$ cat src/rtl/mem_port_arbiter_pkg.sv
// Shared definitions for the instruction/data memory port arbiter.
// Holds the response-owner encoding, grant vector bit positions and
// default parameter values used by mem_port_arbiter and mem_port_prio.
package mem_port_arbiter_pkg;

   // Response owner register encoding
   typedef logic [1:0] owner_t;
   localparam owner_t OWN_NONE  = 2'd0;
   localparam owner_t OWN_I     = 2'd1;
   localparam owner_t OWN_D_RD  = 2'd2;
   localparam owner_t OWN_D_ERR = 2'd3;

   // Bit positions inside the one-hot grant vector
   localparam int unsigned GNT_I = 0;
   localparam int unsigned GNT_D = 1;

   // Default parameter values
   localparam int unsigned ADD_WIDTH_DEF  = 18;
   localparam int unsigned STARVE_MAX_DEF = 4;
   localparam int unsigned STARVE_CNT_W   = 4;

endpackage : mem_port_arbiter_pkg

$ cat src/rtl/mem_port_prio.sv
// Combinational winner select for the memory port arbiter.
// Ports:
//   i_req  - instruction fetch request (already qualified by reset)
//   d_req  - data request (already qualified by reset)
//   starve - instruction fetch has been blocked long enough and must win
//   gnt_c  - one-hot grant vector, bit GNT_I / GNT_D
module mem_port_prio
   import mem_port_arbiter_pkg::*;
(
   input  logic       i_req,
   input  logic       d_req,
   input  logic       starve,
   output logic [1:0] gnt_c
);

   // Data wins conflicts unless instruction fetch is starved
   always_comb begin
      gnt_c = 2'b00;
      if (i_req && (!d_req || starve)) begin
         gnt_c[GNT_I] = 1'b1;
      end else if (d_req) begin
         gnt_c[GNT_D] = 1'b1;
      end
   end

endmodule : mem_port_prio

$ cat src/rtl/mem_port_arbiter.sv
// Shares one single-port synchronous-read memory between instruction
// fetch and load/store. One grant per cycle, read data returned one
// cycle after the grant on the owning requester's response port.
// Ports:
//   clk, reset                 - clock, synchronous active-low reset
//   i_req/i_addr/i_gnt         - instruction request handshake
//   i_rvalid/i_rdata           - instruction read response
//   d_req/d_addr/d_wen/d_wdata - data request (d_wen == 0 is a read)
//   d_gnt                      - data grant
//   d_rvalid/d_rdata/d_err     - data read / error response
//   m_addr/m_wen/m_wdata       - memory request
//   m_rdata                    - memory read data, one cycle after m_addr
module mem_port_arbiter
   import mem_port_arbiter_pkg::*;
#(
   parameter int unsigned ADD_WIDTH  = ADD_WIDTH_DEF,
   parameter int unsigned STARVE_MAX = STARVE_MAX_DEF
) (
   input  logic        clk,
   input  logic        reset,
   input  logic        i_req,
   input  logic [31:0] i_addr,
   output logic        i_gnt,
   output logic        i_rvalid,
   output logic [31:0] i_rdata,
   input  logic        d_req,
   input  logic [31:0] d_addr,
   input  logic [3:0]  d_wen,
   input  logic [31:0] d_wdata,
   output logic        d_gnt,
   output logic        d_rvalid,
   output logic [31:0] d_rdata,
   output logic        d_err,
   output logic [31:0] m_addr,
   output logic [3:0]  m_wen,
   output logic [31:0] m_wdata,
   input  logic [31:0] m_rdata
);

   localparam logic [31:0] ADDR_MASK = 32'((64'd1 << ADD_WIDTH) - 64'd1);
   localparam logic [STARVE_CNT_W-1:0] STARVE_LIM = STARVE_CNT_W'(STARVE_MAX);

   logic [STARVE_CNT_W-1:0] starve_cnt;
   owner_t                  owner;
   owner_t                  owner_nxt_c;
   logic [1:0]              gnt_c;
   logic                    i_req_q_c;
   logic                    d_req_q_c;
   logic                    starve_c;
   logic                    d_legal_c;

   // No grants are issued while reset is held
   assign i_req_q_c = i_req & reset;
   assign d_req_q_c = d_req & reset;
   assign starve_c  = (starve_cnt == STARVE_LIM);
   assign d_legal_c = ((d_addr >> ADD_WIDTH) == 32'd0);

   mem_port_prio u_prio (
      .i_req  (i_req_q_c),
      .d_req  (d_req_q_c),
      .starve (starve_c),
      .gnt_c  (gnt_c)
   );

   assign i_gnt = gnt_c[GNT_I];
   assign d_gnt = gnt_c[GNT_D];

   // Memory drive; instruction addresses wrap, illegal data accesses never write
   always_comb begin
      m_addr  = 32'd0;
      m_wen   = 4'd0;
      m_wdata = 32'd0;
      if (i_gnt) begin
         m_addr  = i_addr & ADDR_MASK;
         m_wdata = d_wdata;
      end else if (d_gnt) begin
         m_addr  = d_addr;
         m_wdata = d_wdata;
         if (d_legal_c) begin
            m_wen = d_wen;
         end
      end
   end

   // Who owns the response slot in the next cycle
   always_comb begin
      owner_nxt_c = OWN_NONE;
      if (i_gnt) begin
         owner_nxt_c = OWN_I;
      end else if (d_gnt) begin
         if (!d_legal_c) begin
            owner_nxt_c = OWN_D_ERR;
         end else if (d_wen == 4'd0) begin
            owner_nxt_c = OWN_D_RD;
         end
      end
   end

   // Owner register and starvation counter
   always_ff @(posedge clk) begin
      if (!reset) begin
         owner      <= OWN_NONE;
         starve_cnt <= '0;
      end else begin
         owner <= owner_nxt_c;
         if (i_gnt || !i_req) begin
            starve_cnt <= '0;
         end else if (d_gnt && (starve_cnt != STARVE_LIM)) begin
            starve_cnt <= starve_cnt + STARVE_CNT_W'(1);
         end
      end
   end

   // Response ports: memory data is steered to the owner, zero otherwise
   assign i_rvalid = (owner == OWN_I);
   assign i_rdata  = (owner == OWN_I) ? m_rdata : 32'd0;
   assign d_rvalid = (owner == OWN_D_RD) || (owner == OWN_D_ERR);
   assign d_err    = (owner == OWN_D_ERR);
   assign d_rdata  = (owner == OWN_D_RD) ? m_rdata : 32'd0;

endmodule : mem_port_arbiter

$ cat config.mk
export PLATFORM = sky130hd
export DESIGN_NAME = mem_port_arbiter
export DESIGN_NICKNAME = d
export VERILOG_FILES = /design/src/rtl/mem_port_arbiter_pkg.sv /design/src/rtl/mem_port_prio.sv /design/src/rtl/mem_port_arbiter.sv
export SDC_FILE = /design/constraint.sdc
export NUM_CORES = 1
export LEC_CHECK = 0
export BUFFER_PORTS_ARGS = -buffer_cell sky130_fd_sc_hd__buf_2
export CELL_PAD_IN_SITES_DETAIL_PLACEMENT = 1
export CELL_PAD_IN_SITES_GLOBAL_PLACEMENT = 1
export CORE_MARGIN = 3
export CORE_UTILIZATION = 13
export DETAILED_ROUTE_END_ITERATION = 7
export PLACE_DENSITY = 0.9
export SYNTH_ARGS = -nofsm -noshare
export SYNTH_HDL_FRONTEND = slang
export SYNTH_SLANG_ARGS = --single-unit
$ cat constraint.sdc
create_clock -name clk -period 2 [get_ports clk]
set_clock_uncertainty 0.1 [all_clocks]
set_input_delay 0.3 -clock clk [delete_from_list [all_inputs] [get_ports clk]]
set_output_delay 0.3 -clock clk [all_outputs]
set_load 0.05 [all_outputs]
Word level (Yosys, flattened, before mapping)

Index checks and enable logic that the tools add are counted.

Add/sub/neg operators: 1
Eq/ne operators: 5
Multiplexer cells: 16
Bitwise gates (word level): 4
Reductions and logical operators: 11

Operators with widths:

| cell                | number |
|---|---|
| $mux 32             | 6 |
| $logic_not 32->1    | 1 |
| $mux 4              | 3 |
| $mux 1              | 5 |
| $add 4x1->4 const B | 1 |
| $eq 2x2->1 const B  | 2 |
| $eq 4x3->1 const B  | 1 |
| $logic_not 4->1     | 1 |
| $mux 2              | 2 |
| $ne 4x3->1 const B  | 1 |
| $logic_or 1x1->1    | 3 |
| $reduce_or 3->1     | 1 |
| $and 1x1->1         | 2 |
| $eq 2x1->1 const B  | 1 |
| $logic_and 1x1->1   | 2 |
| $logic_not 1->1     | 2 |
| $not 1->1           | 2 |
| $reduce_or 2->1     | 1 |

Register bits after elaboration: 6
Bits of input ports: 136
Logic and storage cells: 40

Longest topological paths before layout

Gate-level depths: netlist of the first run.

Depth after elaboration: 7
Gate-level depth with buffers: 7
Gate-level depth less buffers: 6

Cells and area by module

A second synthesis of the first run with hierarchy kept.

Cells, all modules: 199
Area, all modules: 1327.5 um^2

Modules (own cells, without submodules):

| module           | instances | cells each | area each (um^2) | seq. area each (um^2) |
|---|---|---|---|---|
| mem_port_arbiter | 1         | 196        | 1308.8           | 120.1 |
| mem_port_prio    | 1         | 3          | 18.8             | 0.0 |

Worst setup path before layout of the first run

OpenSTA, ideal clock, no wires.

Path kind: register to output
Start: reg starve_cnt[0]
End: out m_wen[0]
Arrival: 2.077 ns
Data required time: 1.600 ns
Path slack: -0.477 ns
Stages on the path, launching flop included: 6
Buffers on the path: 0
Cell sequence: dfxtp_1 -> inv_1 -> ha_1 -> and3b_1 -> a21o_4 -> nor3_1

Word-level cells in the longest chain between the ends: 6

Ends and longest elaborated chain:

| what                     | line                    | source |
|---|---|---|
| start: declaration       | mem_port_arbiter.sv:43  | `logic [STARVE_CNT_W-1:0] starve_cnt;` |
| start signal: assignment | mem_port_arbiter.sv:109 | `starve_cnt <= starve_cnt + STARVE_CNT_W'(1);` |
| $eq 4x3->1 (*)           | mem_port_arbiter.sv:55  | `assign starve_c = (starve_cnt == STARVE_LIM);` |
| $logic_or 1x1->1 (*)     | mem_port_prio.sv:19     | `if (i_req && (!d_req \|\| starve)) begin` |
| $logic_and 1x1->1 (*)    | mem_port_prio.sv:19     |  |
| $mux 1                   | mem_port_prio.sv:19     |  |
| $mux 4                   | mem_port_arbiter.sv:76  | `end else if (d_gnt) begin` |
| $mux 4 (*)               | mem_port_arbiter.sv:73  | `if (i_gnt) begin` |
| end: declaration         | mem_port_arbiter.sv:35  | `output logic [3:0] m_wen,` |

Mark *: on every way between the ends. The rest lies on a longest branch, timed or not.

Worst setup path in the final report of the first run

Start: reg starve_cnt[1]
End: out m_addr[2]

Word-level cells in the longest chain between the ends: 6

Ends and longest elaborated chain:

| what                  | line                   | source |
|---|---|---|
| $eq 4x3->1 (*)        | mem_port_arbiter.sv:55 |  |
| $logic_or 1x1->1 (*)  | mem_port_prio.sv:19    |  |
| $logic_and 1x1->1 (*) | mem_port_prio.sv:19    |  |
| $mux 1                | mem_port_prio.sv:19    |  |
| $mux 32               | mem_port_arbiter.sv:76 |  |
| $mux 32 (*)           | mem_port_arbiter.sv:73 |  |
| end: declaration      | mem_port_arbiter.sv:34 | `output logic [31:0] m_addr,` |

Marks and branches as above.

==> results.ini, run 1 <==
[clocking]
root_buffer=sky130_fd_sc_hd__clkbuf_8
cts.sinks=6
hold_buffers=0
clk_path_buf_depth=2
tritoncts.num_buffers=3
clkSlewWorstSetupHoldPaths_ns=0.04
clkLatencyLatePin_ns=0.22
tritoncts=done
ctsHtreeMaxLevel=1

[yosys]
synth_top_cell_area_share_pct=53.7
ys.flop_type=sky130_fd_sc_hd__dfxtp_1
synth-seq-cells=6
yosysMostFrequentCell=sky130_fd_sc_hd__and2_1
yosys.area.top_type=sky130_fd_sc_hd__and2_1
synth.yosys.warnings=0
synthesis.area_per_instance_um2=6.84
synthDistinctLibCells=24
synthesized_nets=327
syn-cell-area_um2=1290
synth.area.top_cells=sky130_fd_sc_hd__and2_1 54%, sky130_fd_sc_hd__a22o_1 12%, sky130_fd_sc_hd__dfxtp_1 9.3%
yosys-top-cells-count=111 x sky130_fd_sc_hd__and2_1, 18 x sky130_fd_sc_hd__a22o_1, 10 x sky130_fd_sc_hd__clkbuf_1
synthCells=189
number_of_synthesized_flops_with_an_enable_pin=0
async_reset_ff_share_pct=0
synth.yosys.seq_area_share_pct=9.29

[setup_path]
critical-path-slowest-cell=sky130_fd_sc_hd__dfxtp_2
critical_path_required_ns=1.60
crit_type=register to primary output
path_cells=inv_2, ha_4, and3b_1, a21o_4, inv_12, a22o_1, buf_6
timing.critical_path.slowest_cell_delay_ns=0.32
worstPathMaxFanout=17
timing.critical_path.to_type=primary output
timing.critical_path.from_type=register
critical_path_buf_inv_count=3
arrival_ns=1.67
ff2ff_setup_slack_ns=0.62
critical-path-top-delay-family=compound AO/OA/AOI/OAI gates

[status]
status=complete, but fails checks
failed_checks=negative setup slack

[routing]
drt-wirelength-per-cell_um=14.9
antenna_left=0
detail_route.vias_per_cell=4.02
detailedRoute.firstPassIterationCount=4
num_vias=2304
drc_errors=0
detail_route.wirelength_um=8550
detail_route.iter0.violations=53

[timing]
setup_repair_after_global_routing_missed_its_margin=yes
report.final.slew_viol_count=0
setup_viol=37
tightest_slew_ns=0.306
final_period_minus_worst_setup_slack_ns=2.07
fin_crit_sh_pct=104
final.setup.worst_slack_ns=-0.0719
max_clock_freq_mhz=483
final_hold_viol_count=0
slew_headroom_pct=79.4
whs_ns=0.285

[pwr]
power.density_nw_per_um2=402
vdd.ir_drop.worst_v=0.000253
cellLeakagePower_uw=0.00188

[die]
die_area_um2=11200
floorplan.initialDensity_pct=13.7
core_area_um2=9460
rows=35
die_height_um=106
die_x_um=106
boundaryPins=273

[grt]
grt.total_usage_pct=13.8
initial_antenna_violation_count=0
grt_first_pass_wirelength_um=12500
first_global_vias=2502
grt_overflow=0
grt_max_degree=35

[cells_and_area]
num_antenna_cells=0
multi_input_comb_area_um2=1160
drive_gt1_share_pct=69.4
finalCoreUtilization_pct=33.5
areaGrowthSynthToFinish_pct=145
nets=584
seq_area_um2=123
fill_cells=1229

[placement]
gp_congestion=0.789
port_buffers=258
detailedPlacementHpwl_um=7100

[run]
timing.max_cap.violations=0

[worst_hold_path]
hold_path.class=input pin to register

[cell type report]
| cell class | instances | area share, % |
|---|---|---|
| timing repair buffer | 266 | 51.5 |
| inverter | 8 | 1.34 |
| sequential | 6 | 3.87 |
| clock buffer | 3 | 1.30 |
| multi-input combinational | 160 | 36.6 |
| timing repair inverter | 1 | 0.355 |
| tap | 129 | 5.09 |
[path summary, 6_finish.rpt]
path / startpoint / cells past startpoint / end
setup / recovery: starve_cnt[1]$_SDFFE_PP0P_ / 7 / m_addr[2]
hold / removal: reset / 2 / owner[0]$_SDFF_PN0_
setup reg to reg: starve_cnt[1]$_SDFFE_PP0P_ / 6 / owner[1]$_SDFF_PP0_
hold reg to reg: starve_cnt[0]$_SDFFE_PP0P_ / 2 / starve_cnt[0]$_SDFFE_PP0P_
[cells in the final DEF (no fill, tap or decap), types with 2 or more instances in the layout]
cell type / Yosys / final
sky130_fd_sc_hd__a22o_1: 18 / 3
sky130_fd_sc_hd__a22o_2: 0 / 14
sky130_fd_sc_hd__and2_1: 111 / 101
sky130_fd_sc_hd__and2_2: 0 / 6
sky130_fd_sc_hd__and2_4: 0 / 4
sky130_fd_sc_hd__buf_12: 0 / 2
sky130_fd_sc_hd__buf_2: 2 / 222
sky130_fd_sc_hd__buf_4: 0 / 6
sky130_fd_sc_hd__buf_6: 3 / 28
sky130_fd_sc_hd__buf_8: 0 / 8
sky130_fd_sc_hd__clkbuf_8: 0 / 3
sky130_fd_sc_hd__dfxtp_1: 6 / 4
sky130_fd_sc_hd__dfxtp_2: 0 / 2
sky130_fd_sc_hd__inv_1: 7 / 5
sky130_fd_sc_hd__inv_2: 0 / 2
sky130_fd_sc_hd__nand2_1: 2 / 2
sky130_fd_sc_hd__nand4_1: 2 / 2
sky130_fd_sc_hd__nor2_1: 5 / 5
sky130_fd_sc_hd__nor3_4: 0 / 4
sky130_fd_sc_hd__nor4_1: 4 / 4
sky130_fd_sc_hd__o21a_1: 2 / 2
[through the flow]
step | cells | power (µW) | setup slack, ns | setup TNS [ns] | instance area [µm²]
after floorplan | 189 | 745 | -0.0578 | -0.265 | 1340
after global placement | 568 | 1010 | 0.0122 | 0 | 2800
after detailed placement | 568 | 1030 | -0.0414 | -0.366 | 2800
after CTS | 572 | 1270 | -0.0843 | -0.822 | 3130
after global routing | 573 | 1340 | -0.128 | -3.84 | 3170
final | 573 | 1280 | -0.0719 | -1.51 | 3170
[state kept, by name (all words and copies together) (netlist names)]
name,cells
owner,2
starve_cnt,4
[power by group]
part	switching, µW	internal [µW]
clock network	53.4	129
registers	2.95	124
logic	654	312
[worst reg2reg max path, delay by kind of cell (launching register included)]
| family | cells | cell delay (ns) |
|---|---|---|
| compound gates | 2 | 0.41 |
| flops | 1 | 0.32 |
| buf+inv | 2 | 0.18 |
| simple gates | 1 | 0.17 |
| fa+ha+maj | 1 | 0.15 |
[per-layer routing]
layer / up-vias / part of all wire (%) / global-route usage, %
li1: 1117 / - / -
met4: 0 / 0.82 / 3.33
met1: 1029 / 32 / 11.9
met5: - / 0 / 0
met3: 4 / 12 / 4.96
met2: 154 / 55 / 29.2
[cell families after synthesis]
| logic type | count (synthesis) | synth area share, % |
|---|---|---|
| AO/OA/AOI/OAI | 23 | 15.6 |
| XOR/XNOR | 2 | 1.36 |
| adder cells (fa/ha/maj) | 2 | 1.94 |
| buffers and inverters | 23 | 9.00 |
| flip-flops | 6 | 9.29 |
| AND/OR/NAND/NOR | 133 | 62.8 |
[repair_timing]
action	4_1_cts	5_1_grt
gates resized for setup	85	11
pin swaps	6	3
setup endpoints to repair	38	38
gates cloned	0	1
buffers inserted	1	0
(Power assumes the default switching activity.)
==> run 2, diff against run 1 <==
--- a/config.mk
+++ b/config.mk
@@ -8,10 +8,11 @@
 export BUFFER_PORTS_ARGS = -buffer_cell sky130_fd_sc_hd__buf_2
 export CELL_PAD_IN_SITES_DETAIL_PLACEMENT = 1
 export CELL_PAD_IN_SITES_GLOBAL_PLACEMENT = 1
-export CORE_MARGIN = 3
-export CORE_UTILIZATION = 13
+export CORE_AREA = 3 3 103 105
 export DETAILED_ROUTE_END_ITERATION = 7
-export PLACE_DENSITY = 0.9
+export DIE_AREA = 0 0 106 108
+export HOLD_SLACK_MARGIN = 0.02
+export PLACE_DENSITY = 0.91
 export SYNTH_ARGS = -nofsm -noshare
 export SYNTH_HDL_FRONTEND = slang
 export SYNTH_SLANG_ARGS = --single-unit
==> constraint.sdc (replaced) <==
create_clock -name clk -period 2.7 [get_ports clk]
set_clock_uncertainty 0.1 [all_clocks]
set_input_delay 0.405 -clock clk [delete_from_list [all_inputs] [get_ports clk]]
set_output_delay 0.405 -clock clk [all_outputs]
set_load 0.05 [all_outputs]
==> run 2 against run 1 <==
The flow now finishes without violations. Final cell count is 0.35% lower. Global-route usage is 1.8 points lower. Register-to-register slack improved by 0.51 ns. Die area increased by 2.4%. Sequential cell count did not move. First-iteration DRC count increased by 77%. Clock-buffer cell count unchanged. Via count shrank 2.2%. Hold slack improved by 0.087 ns. Largest cell class unchanged.
==> results.ini, run 2 (synthesis gave the netlist of run 1 again) <==
[clocking]
clkSlewWorstSetupHoldPaths_ns=0.03
clkLatencyLatePin_ns=0.22
hold_buffers=0
ctsHtreeMaxLevel=1
cts_resized=0
tritoncts.num_buffers=3
tritoncts=done
cts_setup_buffers=0
clk_path_buf_depth=2
root_buffer=sky130_fd_sc_hd__clkbuf_8
cts.sinks=6

[grt]
initial_antenna_violation_count=0
grt_overflow=0
grt_util_met3_pct=2.27
top_usage_layer=met2
grt_first_pass_wirelength_um=11300
met1_routing_resource_usage_after_global_routing_pct=12.6
grt_use_met2_pct=24.5
grt.total_usage_pct=12.0
grt_max_degree=35
first_global_vias=2349

[cells_and_area]
max_flop_register=starve_cnt
fill_cells=1299
areaGrowthSynthToFinish_pct=112
largest_registers=starve_cnt (4), owner (2)
largest_register_ffs=4
drive_gt1_share_pct=61.4
final_common_cell=sky130_fd_sc_hd__buf_2
nets=578
layout_common_cells=258 x sky130_fd_sc_hd__buf_2, 111 x sky130_fd_sc_hd__and2_1, 18 x sky130_fd_sc_hd__a22o_1
postLayoutCellArea_um2=2740
fin_cells=571
num_antenna_cells=0

[pwr]
power_switching_share_pct=57.5
share_comb_of_total_power_pct=74.4
fin_total_pwr_uw=870
pwr-share-seq_pct=10.9
power_report.internal_total_uw=369
power_switching_uw=501
cellLeakagePower_uw=0.00174
power.density_nw_per_um2=318
power.share.clock_pct=14.7
vdd.ir_drop.worst_v=0.000250

[routing]
detail_route.iter0.violations=94
detail_route.wirelength_um=7690
detailedRoute.firstPassIterationCount=4
num_vias=2253
drt-wirelength-per-cell_um=13.5
detail_route.vias_per_cell=3.95
antenna_left=0
drc_errors=0

[die]
core_area_um2=9730
boundaryPins=273
die_area_um2=11400
die_height_um=108
floorplan.initialDensity_pct=13.3
rows=36
die_x_um=106

[placement]
detailedPlacementHpwl_um=7040
gp_congestion=0.776
placedInstanceArea_um2=2700
port_buffers=258
dpl.cell_count=568

[run]
timing.max_cap.violations=0

[setup_path]
critical_path_buf_inv_count=3
critical-path-top-delay-family=buffers and inverters
worstPathMaxFanout=34
timing.critical_path.to_type=primary output
timing.critical_path.slowest_cell_delay_ns=0.37
timing.critical_path.from_type=register
critical_path_required_ns=2.19
path_cells=inv_1, ha_1, and3b_1, a21o_4, inv_6, a22o_1, buf_2
critical-path-slowest-cell=sky130_fd_sc_hd__dfxtp_1
arrival_ns=1.91
crit_type=register to primary output

[timing]
tightest_slew_ns=0.662
final_period_minus_worst_setup_slack_ns=2.42
report.final.slew_viol_count=0
fin_crit_sh_pct=89.5
setup_repair_after_global_routing_missed_its_margin=no
setup_viol=0
final_hold_viol_count=0
slew_headroom_pct=55.9
total_negative_setup_slacks_ns=0
max_clock_freq_mhz=414

[worst_hold_path]
hold_path.class=register to register

[status]
status=finished clean

[run 2: cell types whose count changed in the layout (fill, tap and decap cells not counted), moves of 6 or more]
cell,previous run,this run
sky130_fd_sc_hd__buf_2,222,258
sky130_fd_sc_hd__buf_6,28,0
sky130_fd_sc_hd__a22o_1,3,18
sky130_fd_sc_hd__a22o_2,14,0
sky130_fd_sc_hd__and2_1,101,111
sky130_fd_sc_hd__buf_8,8,0
sky130_fd_sc_hd__and2_2,6,0
[run 2: path summary, 6_finish.rpt]
| path | slack (ns) | start | endpoint | cells after the start |
|---|---|---|---|---|
| worst max-delay path | 0.28 | starve_cnt[0]$_SDFFE_PP0P_ | m_addr[13] | 7 |
| worst max register to register | 1.13 | starve_cnt[0]$_SDFFE_PP0P_ | owner[1]$_SDFF_PP0_ | 6 |
| worst min register to register | 0.37 | starve_cnt[0]$_SDFFE_PP0P_ | starve_cnt[0]$_SDFFE_PP0P_ | 1 |
| worst min-delay path | 0.37 | starve_cnt[0]$_SDFFE_PP0P_ | starve_cnt[0]$_SDFFE_PP0P_ | 1 |
[run 2: power by group through the flow]
stage / clock (µW) / combinational (µW) / sequential (µW)
after global routing: 139 / 683 / 95.6
after detailed placement: 0 / 652 / 96.4
final: 128 / 647 / 94.7
after CTS: 135 / 654 / 95.1
after global placement: 0 / 639 / 96.3
after floorplan: 0 / 451 / 94.8
[run 2: per-layer routing]
metal / part of all wire [%] / wire [µm]
met5: 0 / 0
met3: 8.1 / 623
met1: 35 / 2720
met2: 55 / 4270
met4: 1.0 / 80
[run 2: through the flow]
step | worst slack [ns] | util, % | hold slack, ns
2_1_floorplan | 0.118 | - | 0.330
3_3_place_gp | 0.560 | 27.7 | 0.346
3_5_place_dp | 0.501 | 27.7 | 0.379
4_1_cts | 0.261 | 28.1 | 0.387
5_1_grt | 0.166 | 28.1 | 0.400
6_report | 0.284 | 28.1 | 0.373
[run 2: layout make-up]
cell class	count	area (µm²)	area share, %
inverters	8	35.0	1.28
flip-flops and latches	6	120	4.39
well taps	133	166	6.08
multi-input cells	160	1060	38.8
clock buffers	3	41.3	1.51
repair buffers	261	1310	48.0
==> run 3, diff against run 2 <==
--- a/config.mk
+++ b/config.mk
@@ -5,14 +5,15 @@
 export SDC_FILE = /design/constraint.sdc
 export NUM_CORES = 1
 export LEC_CHECK = 0
-export BUFFER_PORTS_ARGS = -buffer_cell sky130_fd_sc_hd__buf_2
 export CELL_PAD_IN_SITES_DETAIL_PLACEMENT = 1
 export CELL_PAD_IN_SITES_GLOBAL_PLACEMENT = 1
-export CORE_AREA = 3 3 103 105
+export CORE_AREA = 3 3 105 107
 export DETAILED_ROUTE_END_ITERATION = 7
-export DIE_AREA = 0 0 106 108
+export DIE_AREA = 0 0 108 110
+export DONT_BUFFER_PORTS = 1
 export HOLD_SLACK_MARGIN = 0.02
-export PLACE_DENSITY = 0.91
+export PLACE_DENSITY_LB_ADDON = 0.3
 export SYNTH_ARGS = -nofsm -noshare
 export SYNTH_HDL_FRONTEND = slang
+export SYNTH_HIERARCHICAL = 1
 export SYNTH_SLANG_ARGS = --single-unit
==> run 3 against run 2 <==
Via count down 16%. Final cell count down 23%. Hold slack worse by 0.15 ns. Sequential share of layout area down 1.2 points. Synthesized area up 2.7%. Setup slack worse by 0.17 ns. Non-clock buffer count down 146. Synthesized cell count up 5.3%. Global-route usage down 0.42 points. Fmax down 6.4%. Largest cell class unchanged.
==> results.ini, run 3 <==
[setup_path]
startpoint=starve_cnt[0]$_SDFFE_PP0P_
critical_path_required_ns=2.19
timing.critical_path.from_type=register
arrival_ns=2.08
worst_r2r_startpoint=starve_cnt[0]$_SDFFE_PP0P_
crit_type=register to primary output
worstPathMaxFanout=8
timing.critical_path.to_type=primary output

[timing]
setup_viol=0
final_hold_viol_count=0
final_period_minus_worst_setup_slack_ns=2.58
fin_crit_sh_pct=95.6
max_clock_freq_mhz=387
whs_ns=0.222
final.setup.worst_slack_ns=0.118
setup_repair_after_global_routing_missed_its_margin=no
slew_headroom_pct=60.2
tightest_slew_ns=0.597
report.final.slew_viol_count=0

[yosys]
async_reset_ff_share_pct=0
yosys-top-cells-count=82 x sky130_fd_sc_hd__and2_1, 34 x sky130_fd_sc_hd__nor2b_1, 19 x sky130_fd_sc_hd__a22o_1
synthesis.area_per_instance_um2=6.67
synth.yosys.seq_area_share_pct=9.05
number_of_synthesized_flops_with_an_enable_pin=0
synth_top_cell_area_share_pct=38.6
synth.yosys.warnings=6
synth.area.top_cells=sky130_fd_sc_hd__and2_1 39%, sky130_fd_sc_hd__nor2b_1 16%, sky130_fd_sc_hd__a22o_1 13%
synth-seq-cells=6
synthDistinctLibCells=27
synthesized_nets=337
synthCells=199
syn-cell-area_um2=1330
yosysMostFrequentCell=sky130_fd_sc_hd__and2_1
ys.flop_type=sky130_fd_sc_hd__dfxtp_1
yosys.area.top_type=sky130_fd_sc_hd__and2_1

[run]
timing.max_cap.violations=0

[cells_and_area]
drive_gt1_share_pct=55.4
fill_cells=1131
largest_register_ffs=4
final_common_cell=sky130_fd_sc_hd__buf_12
largest_registers=starve_cnt (4), owner (2)
areaGrowthSynthToFinish_pct=187
nets=443
max_flop_register=starve_cnt
layout_common_cells=99 x sky130_fd_sc_hd__buf_12, 81 x sky130_fd_sc_hd__and2_1, 31 x sky130_fd_sc_hd__nor2b_2

[placement]
place_ws_ns=-0.00428
gp_congestion=0.728
port_buffers=0
detailedPlacementHpwl_um=6950

[clocking]
root_buffer=sky130_fd_sc_hd__clkbuf_8
cts.sinks=6
clk_path_buf_depth=2
clkLatencyLatePin_ns=0.22
tritoncts.num_buffers=3
ctsHtreeMaxLevel=1
tritoncts=done
hold_buffers=0
clkSlewWorstSetupHoldPaths_ns=0.04

[routing]
detail_route.iter0.violations=50
detailedRoute.firstPassIterationCount=4
num_vias=1903
drc_errors=0
detail_route.wirelength_um=8120
detail_route.vias_per_cell=4.33
drt-wirelength-per-cell_um=18.5
antenna_left=0

[die]
boundaryPins=273
die_area_um2=11900
floorplan.initialDensity_pct=13.0
core_area_um2=10200
rows=37
die_x_um=108
die_height_um=110

[pwr]
share_comb_of_total_power_pct=77.8
power_report.internal_total_uw=517
vdd.ir_drop.worst_v=0.000127
power_switching_uw=526
cellLeakagePower_uw=0.00155
power_switching_share_pct=50.4
power.density_nw_per_um2=274
pwr-share-seq_pct=9.2
power.share.clock_pct=13.1

[grt]
met1_routing_resource_usage_after_global_routing_pct=9.60
grt_max_degree=34
grt_overflow=0
grt_util_met3_pct=3.61
grt_use_met2_pct=25.4
first_global_vias=2009
grt_first_pass_wirelength_um=10800
initial_antenna_violation_count=1
top_usage_layer=met2
grt.total_usage_pct=11.6

[worst_hold_path]
worstHoldStart=reset
hold_path.class=input pin to register

[status]
status=finished clean

run 3: changes by cell type after synthesis, sizes merged, moves of 3 or more:
cell and change:
a21oi +3, and2 -29, buf -3, clkbuf +3, nor2b +32, o21ai +3
run 3: worst max-delay path, stage by stage, from the launching register on:
cell and delay [ns]:
sky130_fd_sc_hd__dfxtp_1 0.33, sky130_fd_sc_hd__inv_2 0.07, sky130_fd_sc_hd__ha_2 0.19, sky130_fd_sc_hd__nand3b_4 0.10, sky130_fd_sc_hd__inv_4 0.09, sky130_fd_sc_hd__inv_1 0.07
sky130_fd_sc_hd__a21boi_4 0.33, sky130_fd_sc_hd__nor2_4 0.12, sky130_fd_sc_hd__clkbuf_16 0.18, sky130_fd_sc_hd__a22o_4 0.23, sky130_fd_sc_hd__buf_12 0.15
run 3: final cells by class:
class                      count  area (µm²)  area share [%]
inverter                      10        40.0            1.05
timing repair buffer         115        2130            55.9
antenna                        1        2.50          0.0658
sequential                     6         120            3.16
tap                          136         170            4.47
multi-input combinational    169        1300            34.3
clock buffer                   3        41.3            1.09
run 3: power by group through the flow:
stage / combinational [µW] / sequential [µW] / clock [µW]
6_report: 810 / 95.5 / 136
5_1_grt: 839 / 96.0 / 145
4_1_cts: 807 / 95.6 / 140
3_5_place_dp: 801 / 97.0 / 0
3_3_place_gp: 796 / 96.6 / 0
2_1_floorplan: 462 / 93.8 / 0
run 3: worst paths after layout:
kind                                 to  depth (start not counted)  slack (ns)
max reg2reg  starve_cnt[3]$_SDFFE_PP0P_                          8        0.80
min                 owner[0]$_SDFF_PN0_                          1        0.22
min reg2reg  starve_cnt[3]$_SDFFE_PP0P_                          2        0.43
max                           m_addr[7]                         10        0.12
run 3: kinds of logic (layout without fill, tap and decap cells):
| kind of cell | count (synthesis) | after routing | synth area share [%] |
|---|---|---|---|
| adders and majority gates | 2 | 2 | 1.88 |
| DFF | 6 | 6 | 9.05 |
| AOI/OAI and AO/OA | 30 | 30 | 17.9 |
| other | 0 | 1 | 0 |
| and+or+nand+nor | 136 | 137 | 63.9 |
| buffers and inverters | 25 | 128 | 7.26 |
run 3: metrics by stage:
| step | instances | TNS (ns) | cell area [µm²] | util (%) | total power [µW] |
|---|---|---|---|---|---|
| floorplan | 199 | 0 | 1470 | - | 556 |
| global placement | 431 | 0 | 3660 | 35.8 | 893 |
| detailed placement | 431 | -0.00428 | 3660 | 35.8 | 898 |
| CTS | 436 | 0 | 3720 | 36.4 | 1040 |
| global route | 440 | 0 | 3800 | 37.2 | 1080 |
| finish | 440 | 0 | 3800 | 37.2 | 1040 |
run 3: timing repair:
| item | CTS | global route |
|---|---|---|
| endpoints found under the setup margin | 40 | 58 |
| cloned | 1 | 2 |
| pin swaps | 2 | 2 |
| setup buffers | 1 | 1 |
| gates resized for setup | 1 | 9 |
run 3: metal layers:
metal | up-vias | part of all wire, %
li1 | 859 | -
met1 | 874 | 28
met2 | 164 | 57
met3 | 6 | 13
met4 | 0 | 1.1
met5 | - | 0
